File: src/rtl/cim_cmd_sched.sv
// cim_cmd_sched: round-robin command scheduler feeding the CIM array control decoder.
// Expands burst commands into one array access per cycle and adds a drain window after MAC bursts.
module cim_cmd_sched #(
    parameter int unsigned MAC_LAT = 3,
    parameter int unsigned WORD_W  = 8,
    parameter int unsigned LEN_W   = 4
) (
    input  logic              clk,
    input  logic              rst_n,
    input  logic              req0_valid,
    output logic              req0_ready,
    input  logic [1:0]        req0_op,
    input  logic [2:0]        req0_bank,
    input  logic [WORD_W-1:0] req0_word,
    input  logic [LEN_W-1:0]  req0_len,
    input  logic              req1_valid,
    output logic              req1_ready,
    input  logic [1:0]        req1_op,
    input  logic [2:0]        req1_bank,
    input  logic [WORD_W-1:0] req1_word,
    input  logic [LEN_W-1:0]  req1_len,
    output logic [1:0]        arr_op_code,
    output logic [3:0]        arr_bank_sel,
    output logic [WORD_W-1:0] arr_word,
    output logic              arr_issue,
    output logic              busy,
    output logic              done,
    output logic              done_id
);

    localparam logic [1:0] OP_MAC = 2'b00;
    localparam logic [1:0] OP_NOP = 2'b11;
    localparam int unsigned DRAIN_W = (MAC_LAT > 1) ? $clog2(MAC_LAT) : 1;

    typedef enum logic [1:0] {
        IDLE  = 2'd0,
        ISSUE = 2'd1,
        DRAIN = 2'd2,
        DONE  = 2'd3
    } state_e;

    state_e              state_q;
    logic                last_grant_q;
    logic [1:0]          op_q;
    logic [WORD_W-1:0]   cur_word_q;
    logic [LEN_W-1:0]    rem_q;
    logic                id_q;
    logic [DRAIN_W-1:0]  drain_q;

    logic [1:0]          arr_op_q;
    logic [3:0]          arr_bank_q;
    logic [WORD_W-1:0]   arr_word_q;
    logic                arr_issue_q;
    logic                busy_q;
    logic                done_q;
    logic                done_id_q;

    logic                grant_c;
    logic                idle_c;
    logic                hs_c;
    logic [1:0]          sel_op_c;
    logic [2:0]          sel_bank_c;
    logic [WORD_W-1:0]   sel_word_c;
    logic [LEN_W-1:0]    sel_len_c;

    // Round-robin grant: a lone requester wins, a tie goes to the one not served last
    always_comb begin
        grant_c = 1'b0;
        if (req0_valid && req1_valid) begin
            grant_c = ~last_grant_q;
        end else if (req1_valid) begin
            grant_c = 1'b1;
        end
    end

    // Ready is only offered in IDLE and never while reset is being applied
    assign idle_c     = (state_q == IDLE) && !rst_n;
    assign req0_ready = idle_c && req0_valid && !grant_c;
    assign req1_ready = idle_c && req1_valid && grant_c;
    assign hs_c       = req0_ready || req1_ready;

    // Payload of the granted requester
    always_comb begin
        sel_op_c   = grant_c ? req1_op   : req0_op;
        sel_bank_c = grant_c ? req1_bank : req0_bank;
        sel_word_c = grant_c ? req1_word : req0_word;
        sel_len_c  = grant_c ? req1_len  : req0_len;
    end

    // Scheduler FSM; array-side outputs are registered alongside each state transition
    always_ff @(posedge clk) begin
        if (rst_n) begin
            state_q      <= IDLE;
            last_grant_q <= 1'b1;
            op_q         <= OP_NOP;
            cur_word_q   <= '0;
            rem_q        <= '0;
            id_q         <= 1'b0;
            drain_q      <= '0;
            arr_op_q     <= OP_NOP;
            arr_bank_q   <= 4'b0000;
            arr_word_q   <= '0;
            arr_issue_q  <= 1'b0;
            busy_q       <= 1'b0;
            done_q       <= 1'b0;
            done_id_q    <= 1'b0;
        end else begin
            case (state_q)
                IDLE: begin
                    if (hs_c) begin
                        op_q         <= sel_op_c;
                        rem_q        <= sel_len_c;
                        id_q         <= grant_c;
                        last_grant_q <= grant_c;
                        busy_q       <= 1'b1;
                        if (sel_op_c == OP_NOP) begin
                            state_q   <= DONE;
                            done_q    <= 1'b1;
                            done_id_q <= grant_c;
                        end else begin
                            state_q     <= ISSUE;
                            arr_issue_q <= 1'b1;
                            arr_op_q    <= sel_op_c;
                            arr_bank_q  <= {1'b1, sel_bank_c};
                            arr_word_q  <= sel_word_c;
                            cur_word_q  <= sel_word_c + WORD_W'(1);
                        end
                    end
                end
                ISSUE: begin
                    if (rem_q == '0) begin
                        arr_issue_q <= 1'b0;
                        arr_op_q    <= OP_NOP;
                        arr_bank_q  <= 4'b0000;
                        arr_word_q  <= '0;
                        if ((op_q == OP_MAC) && (MAC_LAT != 0)) begin
                            state_q <= DRAIN;
                            drain_q <= DRAIN_W'(MAC_LAT - 1);
                        end else begin
                            state_q   <= DONE;
                            done_q    <= 1'b1;
                            done_id_q <= id_q;
                        end
                    end else begin
                        arr_word_q <= cur_word_q;
                        cur_word_q <= cur_word_q + WORD_W'(1);
                        rem_q      <= rem_q - LEN_W'(1);
                    end
                end
                DRAIN: begin
                    if (drain_q == '0) begin
                        state_q   <= DONE;
                        done_q    <= 1'b1;
                        done_id_q <= id_q;
                    end else begin
                        drain_q <= drain_q - DRAIN_W'(1);
                    end
                end
                DONE: begin
                    state_q   <= IDLE;
                    busy_q    <= 1'b0;
                    done_q    <= 1'b0;
                    done_id_q <= 1'b0;
                end
                default: begin
                    state_q <= IDLE;
                end
            endcase
        end
    end

    assign arr_op_code  = arr_op_q;
    assign arr_bank_sel = arr_bank_q;
    assign arr_word     = arr_word_q;
    assign arr_issue    = arr_issue_q;
    assign busy         = busy_q;
    assign done         = done_q;
    assign done_id      = done_id_q;

endmodule

File: config.mk
export PLATFORM = sky130hd
export DESIGN_NAME = cim_cmd_sched
export DESIGN_NICKNAME = d
export VERILOG_FILES = /design/src/rtl/cim_cmd_sched.sv
export SDC_FILE = /design/constraint.sdc
export NUM_CORES = 1
export LEC_CHECK = 0
export CAP_MARGIN = 20
export CORE_AREA = 10 10 81 97
export CTS_BUF_LIST = sky130_fd_sc_hd__clkbuf_8
export DETAILED_ROUTE_END_ITERATION = 6
export DIE_AREA = 0 0 91 107
export PLACE_DENSITY_LB_ADDON = 0.05
export SYNTH_ARGS = -nofsm -noshare
export SYNTH_HDL_FRONTEND = slang
export SYNTH_SLANG_ARGS = --single-unit
File: constraint.sdc
create_clock -name clk -period 3.2 [get_ports clk]
set_input_delay 0.64 -clock clk [delete_from_list [all_inputs] [get_ports clk]]
set_output_delay 0.64 -clock clk [all_outputs]
set_load 0.02 [all_outputs]
# Word level (Yosys, flattened, before mapping)
# Cells that the tools add are included.
# op_classes
add_sub_neg	4
eq_ne	13
muxes	53
bitwise	1
reduce_logical	25
# ops
cell	n
8-bit two-way mux	7
8-bit case mux with 2 select lines	2
4-bit two-way mux	6
2-bit two-way mux	11
1-bit two-way mux	17
8-bit by 1-bit adder with 8-bit output, second input constant	2
2-bit != test, second input constant	8
4-bit case mux with 2 select lines	2
4-bit AND reduction	3
3-bit AND reduction	3
1-bit case mux with 4 select lines	2
2-bit case mux with 2 select lines	2
2-bit case mux with 4 select lines	1
2-bit equality test, second input constant	3
1-bit logical AND	6
2-bit logical NOT	3
2-bit nonzero test	3
5-bit AND reduction	1
4-bit logical NOT	1
1-bit case mux with 2 select lines	2
2-bit AND reduction	2
4-bit by 1-bit subtractor with 4-bit output, second input constant	1
3-bit two-way mux	1
2-bit by 1-bit equality test with 1-bit output, second input constant	1
5 further kinds	6
# word_totals
reg_bits	38
input_bits	38
out_inout_bits	20
wordCells	110

# Longest topological paths before layout
# depth
ltp_word	7
ltp_mapped	13
mapped_depth_nobuf	10

# Worst setup path after synthesis
# OpenSTA, ideal clock, no wires.
# synth_path
path_type	in2out
from	in req1_valid
to	out req1_ready
t_arrival_ps	1818
required_time_ps	2560
path_slack_ps	742
cell_stages	6
n_path_buf	3
cell_sequence	a21boi_2 -> buf_6 -> buf_4 -> buf_2 -> nand2_1 -> nor2_1
# synth_via
elab_chain_cells	3
elab_cells_between_ends	5
classes_between	2 x mux; 3 x reduce/logical
# synth_lines
item	line_no	text
start: declaration	16	input logic req1_valid,
1-bit two-way mux or 1-bit logical AND (tied branches)	71, 69	
1-bit two-way mux	69	if (req0_valid && req1_valid) begin
1-bit logical AND *	79	assign req1_ready = idle_c && req1_valid && grant_c;
end: declaration	17	output logic req1_ready,
# Mark *: on every way between the ends. The rest lies on a longest branch, timed or not.

# Final worst setup path
# Ends and elaborated chain as after synthesis.

==> impl_metrics.toml <==
[floorplanning]
core_area_um2 = 5970
fp-row-count = 31
die_w_um = 91
initial_core_util = 0.393
die-area_um2 = 9740
fp.dieH_um = 107
top_level_ports = 58

[place]
gp_congestion = 0.814
io_buffers = 57
dp_hpwl_um = 4810
place_ws_ps = 298
postPlaceCellArea_um2 = 3010

[grt]
grt_util_met3 = 0.0419
antenna_found_initial = 0
grt_usage = 0.132
grt_overflow_total = 0
grt_max_degree = 23
grt_util_met2 = 0.219
grt_pass1_vias = 2192
busiest_layer = "met2"
grtUsageMet1 = 0.157
grt_pass1_wl_um = 10800

[power_and_ir_drop]
p_leak_uw = 0.00121
p_int_uw = 1580
comb_power_share = 0.593
switching_power_uw = 1250
power_frac_seq = 0.268
power_frac_clock = 0.138
peakVddDrop_mv = 0.375
pwr_density_cell_nw_per_um2 = 909
swShare = 0.441

[timing]
setup_slack_ps = 391
finalSetupViolations = 0
maxSlewHeadroom = 0.588
finalCriticalPeriod_ps = 2810
finalHoldViolCount = 0
timing.fmax_ghz = 0.356
rsz0062_at_grt = "no"
tightest_slew_ps = 617
tns_ps = 0
fin_crit_sh = 0.878
hold_ws_ps = 456
drv_slew = 0
finClkSkew_ps = 4.42

[synth]
yosys_warnings = 0
avgSynthCellArea_um2 = 8.32
synth_area_leader_cell = "dfxtp_1"
synth-edff-count = 0
synth-compound-area-share = 0.264
ys_seq_area_frac = 0.316
yosys.area.top_type_share = 0.316
async_flop_share = 0
ys_seq_elements = 37
synth_fa_ha_area_frac = 0.0427
yosys.area_share.simple = 0.193
synthFlopType = "dfxtp_1"
synth.distinct_cells = 55
synthesis.nets = 328
netlist_area_um2 = 2350
netlist_instances = 282
synth_xor_area_frac = 0.0187
synthTopCellsByArea = "dfxtp_1, mux2i_1, a21oi_1"
synth_top_family_by_area = "compound AO/OA/AOI/OAI gates"
synthMuxAreaShare = 0.102

[final_layout]
synthToLayoutAreaGrowth_pct = 32.7
fin_nets = 383
finish.instance_area_um2 = 3110
final_util = 0.521
diodes = 0
seqCellArea_um2 = 741
multi_input_area_um2 = 1460
drive_above_1_share = 0.107
fill_cells = 622

[clock_tree]
clkTransAtPathRegs_ps = 70
cts.sinks = 37
postCtsSetupBuffers = 0
cts_root_buf = "clkbuf_8"
postCtsResizedCells = 0
numCtsBuffers = 5
clk_latency_ps = 280
tritoncts = "done"
clk_path_buf_depth = 2
htree_levels = 2
cts_hold_buf = 0

[route]
viasPerCell = 5.15
num_vias = 2159
first_pass_iters = 4
drcViolationCount = 0
wirelength_um = 6260
drt_iter0_drc = 78
routedWlPerCell_um = 14.9
ant_nets = 0

[setup_path]
start_kind = "input pin"
path_delay_family = "buffers and inverters"
critical_path_arrival_ps = 2170
critical_path_buf_inv_count = 2
worstPathCellList = "clkdlybuf4s50_1, a21boi_4, nand2_1, nor2_1, clkdlybuf4s50_1"
crit_path_end_kind = "output port"
critical_path.max_fanout = 3
critical-path-max-stage-delay_ps = 610
crit_slowest_cell = "clkdlybuf4s50_1"
path_common_cell = "clkdlybuf4s50_1"
cp.required_ps = 2560
critPathKind = "in2out"

[status]
status = "completed"

[run]
cap_violations = 0

[min_path]
hold_class = "reg2reg"
[Yosys cell counts, types with 3 or more instances]
cell type / number
nor2_1: 31
o21ai_0: 7
inv_1: 12
nor3_1: 3
mux2i_1: 17
buf_2: 6
mux2_2: 3
xnor2_1: 3
nand3_1: 8
dfxtp_1: 37
a211oi_1: 12
clkbuf_1: 5
a31oi_1: 3
o21ai_1: 4
nand2_1: 32
nand2b_1: 6
o211ai_1: 6
a22oi_1: 5
a21oi_1: 26
and3_1: 3
ha_1: 8
buf_1: 3
[power groups by stage]
stage	sequential, uW	combinational, uW	clock, uW
after floorplan	832	1140	0
after global placement	768	1690	0
after detailed placement	769	1690	0
after CTS	761	1700	403
after global routing	785	1870	419
final	759	1680	392
[worst reg2reg max path, cell delays in order, from the launching register on]
cell and delay, ps:
dfxtp_1 360, inv_1 110, ha_1 560, inv_2 310, a21oi_1 270, ha_1 350
o2111ai_1 190, xnor2_1 150, a211oi_1 210
[final cells by class]
class / count / share of cell area
Clock inverter: 2 / 0.0113
Timing Repair Buffer: 66 / 0.209
Multi-Input combinational cell: 213 / 0.470
Tap cell: 82 / 0.0330
Sequential cell: 37 / 0.238
Clock buffer: 5 / 0.0221
Inverter: 14 / 0.0169
[cells in the final DEF (no fill, tap or decap), drive strengths merged, types with 3 or more instances in the layout]
master / Yosys / routed
clkdlybuf4s50: 0 / 57
dfxtp: 37 / 37
nand2: 32 / 32
nor2: 32 / 32
a21oi: 27 / 27
mux2i: 19 / 19
inv: 14 / 14
a211oi: 13 / 13
o21ai: 11 / 11
buf: 13 / 9
nand3: 8 / 8
ha: 8 / 8
nand2b: 6 / 6
o211ai: 6 / 6
a22oi: 5 / 5
clkbuf: 5 / 5
nor3: 4 / 4
and3: 3 / 3
mux2: 3 / 3
xnor2: 3 / 3
a31oi: 3 / 3
a221oi: 3 / 3
[final timing paths]
path	from	to	slack [ps]	cells after the start
max	req1_valid	req1_ready	390	5
min	id_q$_SDFFE_PP0P_	id_q$_SDFFE_PP0P_	460	2
max reg2reg	state_q[1]$_SDFFE_PP0P_	cur_word_q[6]$_SDFFE_PP0P_	600	8
min reg2reg	id_q$_SDFFE_PP0P_	id_q$_SDFFE_PP0P_	460	2
[sequential cells by signal, summed over array words and instances (netlist names)]
register,count
id_q,1
drain_q,2
state_q,2
op_q,2
done_id,1
cur_word_q,8
busy,1
arr_bank_sel,4
arr_word,8
last_grant_q,1
done,1
arr_op_code,2
rem_q,4
[metrics by stage]
| stage | instances | total power, uW |
|---|---|---|
| global route | 419 | 3070 |
| global placement | 412 | 2450 |
| detailed placement | 412 | 2460 |
| CTS | 419 | 2860 |
| floorplan | 282 | 1970 |
| finish | 419 | 2830 |
[layer usage]
layer	part of all wire	vias to the layer above
met2	0.47	54
met3	0.061	10
met5	0	-
met1	0.45	977
li1	-	1118
met4	0.020	0
[logic make-up after synthesis]
logic type,Yosys count
adder cells (fa/ha/maj),8
XOR/XNOR,5
multiplexers,22
flip-flops,37
AND/OR/NAND/NOR,95
AO/OA/AOI/OAI,83
buffers and inverters,32
Note: power is estimated with default switching activity, not from simulation.
